[src/rtl/bit_op_unit.sv]
// Sequential bit-manipulation unit: single-bit write/set/clear/toggle/test and
// multi-cycle range write/toggle, with valid/ready handshakes on both sides.
module bit_op_unit #(
  parameter int WIDTH = 16,
  parameter int IDXW  = $clog2(WIDTH)
) (
  input  logic             clk,
  input  logic             rst_n,
  input  logic             in_valid,
  output logic             in_ready,
  input  logic [2:0]       op,
  input  logic [WIDTH-1:0] a,
  input  logic [IDXW-1:0]  bs,
  input  logic [IDXW-1:0]  be,
  input  logic             s,
  output logic             out_valid,
  input  logic             out_ready,
  output logic [WIDTH-1:0] f,
  output logic             z,
  output logic             err
);

  typedef enum logic [1:0] {IDLE, RUN, DONE} state_t;

  localparam logic [2:0] OP_WRITE  = 3'b000;
  localparam logic [2:0] OP_SET    = 3'b001;
  localparam logic [2:0] OP_CLR    = 3'b010;
  localparam logic [2:0] OP_TGL    = 3'b011;
  localparam logic [2:0] OP_TEST   = 3'b100;
  localparam logic [2:0] OP_WRITER = 3'b101;
  localparam logic [2:0] OP_TGLR   = 3'b110;
  localparam logic [2:0] OP_RSVD   = 3'b111;

  localparam logic [IDXW:0] WIDTH_L = (IDXW+1)'(WIDTH);

  state_t           state_reg;
  logic [WIDTH-1:0] work_reg;
  logic [WIDTH-1:0] work_next;
  logic [IDXW-1:0]  cnt_reg;
  logic [IDXW-1:0]  be_reg;
  logic             s_reg;
  logic             tgl_reg;

  logic             is_range;
  logic             illegal;
  logic [WIDTH-1:0] single_f;
  logic             single_z;
  logic             run_bit;

  assign is_range = (op == OP_WRITER) || (op == OP_TGLR);
  assign illegal  = (op == OP_RSVD) || ({1'b0, bs} >= WIDTH_L) ||
                    (is_range && (({1'b0, be} >= WIDTH_L) || (be < bs)));

  // Illegal requests fall through here too: F=A, ERR=1, Z from F.
  always_comb begin
    single_f = a;
    single_z = 1'b0;
    if (!illegal) begin
      case (op)
        OP_WRITE: single_f[bs] = s;
        OP_SET:   single_f[bs] = 1'b1;
        OP_CLR:   single_f[bs] = 1'b0;
        OP_TGL:   single_f[bs] = ~a[bs];
        default:  ;
      endcase
    end
    single_z = (single_f == '0);
    if (!illegal && (op == OP_TEST)) single_z = ~a[bs];
  end

  assign run_bit = tgl_reg ? ~work_reg[cnt_reg] : s_reg;

  genvar gi;
  generate
    for (gi = 0; gi < WIDTH; gi++) begin : g_work
      assign work_next[gi] = (cnt_reg == IDXW'(gi)) ? run_bit : work_reg[gi];
    end
  endgenerate

  // Terminate test happens before increment, so BE=WIDTH-1 never wraps.
  always_ff @(posedge clk or negedge rst_n) begin
    if (!rst_n) begin
      state_reg <= IDLE;
      in_ready  <= 1'b1;
      out_valid <= 1'b0;
      f         <= '0;
      z         <= 1'b0;
      err       <= 1'b0;
      work_reg  <= '0;
      cnt_reg   <= '0;
      be_reg    <= '0;
      s_reg     <= 1'b0;
      tgl_reg   <= 1'b0;
    end else begin
      case (state_reg)
        IDLE: begin
          if (in_valid && in_ready) begin
            in_ready <= 1'b0;
            if (is_range && !illegal) begin
              work_reg  <= a;
              cnt_reg   <= bs;
              be_reg    <= be;
              s_reg     <= s;
              tgl_reg   <= (op == OP_TGLR);
              state_reg <= RUN;
            end else begin
              f         <= single_f;
              z         <= single_z;
              err       <= illegal;
              out_valid <= 1'b1;
              state_reg <= DONE;
            end
          end
        end
        RUN: begin
          work_reg <= work_next;
          if (cnt_reg == be_reg) begin
            f         <= work_next;
            z         <= (work_next == '0);
            err       <= 1'b0;
            out_valid <= 1'b1;
            state_reg <= DONE;
          end else begin
            cnt_reg <= cnt_reg + IDXW'(1);
          end
        end
        DONE: begin
          if (out_ready) begin
            out_valid <= 1'b0;
            in_ready  <= 1'b1;
            state_reg <= IDLE;
          end
        end
        default: state_reg <= IDLE;
      endcase
    end
  end

endmodule

[config.mk]
export PLATFORM = sky130hd
export DESIGN_NAME = bit_op_unit
export DESIGN_NICKNAME = d
export VERILOG_FILES = /design/src/rtl/bit_op_unit.sv
export SDC_FILE = /design/constraint.sdc
export NUM_CORES = 1
export LEC_CHECK = 0
export BUFFER_PORTS_ARGS = -buffer_cell sky130_fd_sc_hd__buf_2
export CAP_MARGIN = 25
export CORE_ASPECT_RATIO = 0.7
export CORE_MARGIN = 2
export CORE_UTILIZATION = 53
export CTS_CLUSTER_SIZE = 25
export DETAILED_ROUTE_END_ITERATION = 6
export GPL_TIMING_DRIVEN = 0
export PLACE_DENSITY_LB_ADDON = 0.12
export SYNTH_ARGS = -nofsm -noshare
export SYNTH_HDL_FRONTEND = slang
export SYNTH_SLANG_ARGS = --single-unit
export TNS_END_PERCENT = 10
[constraint.sdc]
create_clock -name clk -period 2.1 [get_ports clk]
set_input_delay 0.21 -clock clk [delete_from_list [all_inputs] [get_ports clk]]
set_output_delay 0.21 -clock clk [all_outputs]
set_load 0.05 [all_outputs]
======== Word level (Yosys, flattened, before mapping) ========
Index checks and enable logic that the tools add are counted.
operators by class
  reductions and logical operators ........ 23
  bitwise logic cells ..................... 5
  add/subtract/negate cells ............... 1
  magnitude comparators ................... 4
  mux-type cells .......................... 60
  equality and inequality tests ........... 31
operator list
  operator              count
  $mux W16              6
  $pmux W16 S2          2
  $pmux W16 S4          1
  $mux W1               33
  $bwmux W16            2
  $eq A4 B4 Y1 const B  8
  $logic_not A16 Y1     2
  $and A16 B16 Y16      1
  $eq A4 B3 Y1 const B  4
  $not A16 Y16          1
  $or A16 B16 Y16       1
  $eq A3 B3 Y1 const B  4
  $mux W4               3
  $ne A2 B2 Y1 const B  6
  $reduce_and A3 Y1     4
  $lt A4 B5 Y1 const B  2
  $bmux W1 S4           2
  $eq A4 B2 Y1 const B  2
  $mux W2               4
  $pmux W4 S2           1
  $reduce_and A4 Y1     2
  $eq A3 B2 Y1 const B  2
  $pmux W1 S2           3
  $pmux W2 S3           1
  20 further kinds      27
storage, ports and cells
  logic and storage cells ................. 135
  register bits after elaboration ......... 48
  output and inout bits ................... 20
  bits of input ports ..................... 32

======== Longest topological paths before layout ========
  depth after elaboration ................. 13
  gate-level depth with buffers ........... 11
  depth with buffers taken out ............ 9

======== Least setup slack after synthesis ========
Ideal clock, no wire load.
  kind .................................... input to register
  start ................................... in bs[3]
  end ..................................... reg z
  stages .................................. 9
  setup slack ............................. -187 ps
  library setup time ...................... 66 ps
  buffers on the path ..................... 1
  data required time ...................... 2034 ps
  arrival time ............................ 2222 ps
  cells stage by stage .................... buf_2 -> inv_1 -> ha_1 -> o21a_1 -> o2bb2ai_1 -> o311ai_1 -> a2111o_1 -> o41ai_1 -> a31o_1
between the ends
  cells in the longest elaborated chain, start to end .. 13
  elaborated cells between the ends (all ways) .. 28
  classes of those cells .................. 3 x order compare; 1 x eq/ne; 12 x mux; 4 x bitwise; 8 x reduce/logical
RTL lines
  element                                                             RTL line  source
  start, declared                                                     13        input logic [IDXW-1:0] bs,
  $lt A4 B5 Y1 (not written as such) or $ge A4 B1 Y1 (tied branches)  -
  $logic_and A1 B1 Y1 (not written as such)                           -
  $mux W1 (not written as such)                                       -
  $demux W1 S4                                                        -
  $not A16 Y16 (no line)                                              -
  $and A16 B16 Y16 (no line)                                          -
  $pmux W16 S4                                                        59        case (op)
  $mux W16                                                            58        if (!illegal) begin
  $logic_not A16 Y1                                                   67        single_z = (single_f == '0);
  $mux W1                                                             68        if (!illegal && (op == OP_TEST)) single_z = ~a[bs];
  $mux W1                                                             99        if (is_range && !illegal) begin
  $mux W1                                                             97        if (in_valid && in_ready) begin
  $pmux W1 S2                                                         95        case (state_reg)
  end signal, assigned                                                108       z <= single_z;
  end signal, assigned                                                119       z <= (work_next == '0);
  end, declared                                                       19        output logic z,
Parallel ways exist; a longest one is shown, timed or not. The select of a mux whose other input is x is not followed.
A chain may end at the register's enable or synchronous reset.

======== Final worst setup path ========
  start ................................... reg cnt_reg[1]
  end ..................................... reg work_reg[6]
between the ends
  cells in the longest elaborated chain, start to end .. 6
  elaborated cells between the ends (all ways) .. 7
  classes of those cells .................. 1 x eq/ne; 5 x mux; 1 x bitwise
RTL lines
  element                        RTL line  source
  start, declared                39        logic [IDXW-1:0] cnt_reg;
  start signal, assigned         101       cnt_reg <= bs;
  start signal, assigned         124       cnt_reg <= cnt_reg + IDXW'(1);
  $bmux W1 S4                    71        assign run_bit = tgl_reg ? ~work_reg[cnt_reg] : s_reg;
  $mux W1 (not written as such)  71
  $not A1 Y1                     71
  $mux W1                        71
  $mux W1 *                      76        assign work_next[gi] = (cnt_reg == IDXW'(gi)) ? run_bit : work_reg[gi];
  $pmux W16 S2 *                 95
  end signal, assigned           116       work_reg <= work_next;
  end, declared                  37        logic [WIDTH-1:0] work_reg;
Mark *: on every way between the ends. The rest lies on a longest branch, timed or not. The select of a mux whose other input is x is not followed.

==> impl_metrics.csv <==
group,metric,value,unit
run_status,outcome,"finished, violations left",
run_status,violations,"negative setup slack",
worst_hold_path,hold_depth,2,
placed_design,io_buffers,49,
global_routing,grtUsageTotal,35.2,%
sta,clock.fmax,430,MHz
sta,finalHoldViolations,0,
worst_hold_path,worstHoldStart,"out_ready",
logic_synthesis,seq_area_frac_synth,32.6,%
logic_synthesis,synthesis.area,3690,um^2
logic_synthesis,synth_xor_area_share,0.949,%
die,die_x,104,um
worst_setup_path,ff2ff_path_depth,8,
pwr,power.leakage,0.00197,uW
logic_synthesis,yosys.area_share.simple,21.4,%
global_routing,use_met1,50.8,%
worst_setup_path,required,2.34,ns
logic_synthesis,synth-main-ff-cell,"dfrtp_1",
logic_synthesis,synth_area_per_cell,8.33,um^2
logic_synthesis,synthMuxAreaShare,11.0,%
worst_hold_path,whs_endpoint,"state_reg[1]",
logic_synthesis,syn_inst,443,
logic_synthesis,synth_fa_ha_area_share,2.37,%
cells_and_area,nets,546,
logic_synthesis,synth_edf_count,0,
sta,fin_skew,0.00880,ns
pwr,irDropWorstVdd,0.758,mV
logic_synthesis,synth_compound_area_share,25.7,%
cells_and_area,final_util,66.6,%
worst_setup_path,r2r_end,"work_reg[6]",
sta,finalMaxSlewViolations,0,
global_routing,gr-max-usage-layer,"met2",
worst_setup_path,end_kind,"flop",
global_routing,grt_start_max_net_pins,33,
clocking,clkTransAtPathRegs,0.10,ns
worst_hold_path,min_path_type,"primary input to flop",
worst_setup_path,cp-startpoint,"cnt_reg[1]",
detailed_routing,totalWireLength,13.3,mm
sta,fin_ws,-0.228,ns
sta,setup_viol,31,
sta,rsz0062_at_grt,"true",
detailed_routing,wl_per_cell,22.2,um
global_routing,grt_pass1_wl,20.5,mm
detailed_routing,drc_errors,0,
logic_synthesis,synth_top_family_by_area,"compound AO/OA/AOI/OAI gates",
worst_setup_path,crit_type,"flop to flop",
cells_and_area,n_fill_cell,588,
cells_and_area,synthToLayoutAreaGrowth,22.0,%
sta,period_share,111,%
worst_setup_path,cp-start-kind,"flop",
clocking,clk_latency,0.32,ns
worst_setup_path,worst-path-max-fanout,7,
clocking,cts-buffers-inserted,5,
clocking,cts_tree,"yes",
global_routing,grt_pass1_vias,3622,
logic_synthesis,synth_cell_type_count,68,
pwr,power,5800,uW
cells_and_area,n_antenna_cell,0,
clocking,cts_root_buf,"clkbuf_8",
clocking,clk_path_buf_depth,2,
placed_design,place_congestion,1.02,
global_routing,antenna_found_initial,0,
die,die_h,73.8,um
sta,period_needed,2.33,ns
global_routing,met2_usage,50.8,%
detailed_routing,first_iter_violations,567,
cells_and_area,layout-drive-gt1-share,29.7,%
die,die-area,7660,um^2
logic_synthesis,synthArstFlopShare,100,%
clocking,cts.sinks,48,
die,start_util,54.6,%
logic_synthesis,ys_seq_elements,48,
clocking,htree_num_levels,2,
flow_run,maxCapViolations,0,
cells_and_area,seq_area,1200,um^2
sta,slew_headroom,58.5,%
detailed_routing,viasPerCell,6.72,
placed_design,dp_hpwl,9.97,mm
detailed_routing,dr.pass1.iters,7,
detailed_routing,ant_nets,0,
logic_synthesis,synth_fp_nets,482,
die,io_pins,52,
worst_setup_path,reg2reg_setup_slack,-0.23,ns
sta,worst_slew_pin_slew,0.616,ns
worst_setup_path,arrival,2.57,ns
cells_and_area,multi_input_area,2480,um^2
die,row_count,25,
worst_setup_path,reg2reg_from,"cnt_reg[1]",
detailed_routing,vias,4044,
global_routing,gr-usage-met3,11.6,%
pwr,powerDensity,1290,nW/um^2
logic_synthesis,yosys_warnings,0,
global_routing,overflow,0,
die,core,6760,um^2
## per-stage QoR
step                      setup slack, ns  area, um^2  cells  hold WS [ns]  setup TNS (ns)
after floorplan                   -0.0756        3730    443       -0.0856          -0.571
after global placement             -0.635        4090    586         0.429          -14.96
after detailed placement           -0.662        4110    587         0.151          -16.06
after CTS                          -0.201        4440    601        0.0990           -2.77
after global routing               -0.282        4500    602        0.0965           -6.17
final                              -0.228        4500    602         0.103           -4.14
## what timing repair did
action | CTS | global route
gates resized for setup | 44 | 17
endpoints found under the setup margin | 37 | 39
hold buffers | 1 | 0
buffers inserted | 7 | 2
pin swaps | 23 | 12
cloned | 1 | 0
hold endpoints to repair | 15 | 0
## synth_stat cells, drive strengths merged (7+ instances only)
cell type / number / share of area (%)
a21oi: 41 / 5.6
a2bb2oi: 7 / 2.0
a311o: 9 / 2.5
a31oi: 19 / 3.2
buf: 14 / 2.4
clkbuf: 20 / 2.0
dfrtp: 47 / 32
ha: 7 / 2.4
inv: 15 / 1.5
mux2: 9 / 2.7
mux2i: 14 / 3.8
mux4: 7 / 4.5
nand2: 49 / 5.1
nand3: 11 / 1.5
nor2: 60 / 6.1
nor2b: 7 / 1.2
nor3: 7 / 1.1
o21ai: 27 / 3.7
## cells in the final DEF, fill, tap and decap left out, types with 3 or more instances in the layout
| cell type | n |
|---|---|
| nor2_1 | 56 |
| buf_2 | 55 |
| nand2_1 | 48 |
| dfrtp_1 | 46 |
| a21oi_1 | 37 |
| o21ai_0 | 23 |
| a31oi_1 | 18 |
| inv_1 | 15 |
| buf_4 | 15 |
| mux2i_1 | 14 |
| nand3_1 | 11 |
| clkbuf_2 | 9 |
| mux2_2 | 8 |
| mux4_2 | 7 |
| nor2b_1 | 6 |
| clkbuf_1 | 6 |
| a311o_1 | 6 |
| nor3_1 | 5 |
| ha_1 | 5 |
| clkbuf_8 | 5 |
| nand2b_1 | 4 |
| and3_1 | 4 |
| o211ai_1 | 4 |
| a2bb2oi_2 | 4 |
| buf_6 | 3 |
| xnor2_1 | 3 |
| a41oi_2 | 3 |
| nand4_1 | 3 |
| a41o_1 | 3 |
| o21ai_1 | 3 |
| a311o_2 | 3 |
| a21oi_2 | 3 |
| a2bb2oi_1 | 3 |
| o22ai_1 | 3 |
## critical path, cell delays in order, from the launching register on
cell and delay, ns:
dfrtp_1 0.38, buf_6 0.14, mux4_2 0.50, nand2_1 0.10
a41oi_2 0.13, o21bai_4 0.27, buf_6 0.17, a311o_1 0.42
a31oi_1 0.15
## metal layers
metal	vias up	part of all wire, %	wire (um)
met5	-	0	0
met4	0	2.6	353
met3	44	16	2110
met2	322	40	5360
met1	1915	41	5530
li1	1763	-	-
## logic make-up (layout without fill, tap and decap cells)
family / Yosys count / in the layout
simple gates: 165 / 165
compound gates: 140 / 140
buf+inv: 49 / 114
flops: 48 / 48
mux: 30 / 30
fa+ha+maj: 7 / 7
xor+xnor: 4 / 4
## worst max path at each step
stage              endpoint  slack, ns  depth (start not counted)
2_1_floorplan             z      -0.08                          9
3_3_place_gp   work_reg[12]      -0.63                          7
3_5_place_dp   work_reg[12]      -0.66                          7
4_1_cts         work_reg[6]      -0.20                          8
5_1_grt         work_reg[6]      -0.28                          8
6_report        work_reg[6]      -0.23                          8
## report_power, final
part           internal (uW)  leakage (uW)  switching (uW)  total [uW]
combinational           1210       0.00134            2140        3340
sequential              1320      0.000573             428        1740
clock                    359     0.0000583             353         712
## area by class of cell
cell class                 count  share of cell area (%)
multi-input combinational    346                    55.1
sequential                    48                    26.7
timing repair buffer          61                    7.78
buffer                        30                    3.92
tap                           94                    2.61
clock buffer                   5                    1.53
inverter                      15                    1.25
clock inverter                 3                    1.06
(Power assumes the default switching activity.)
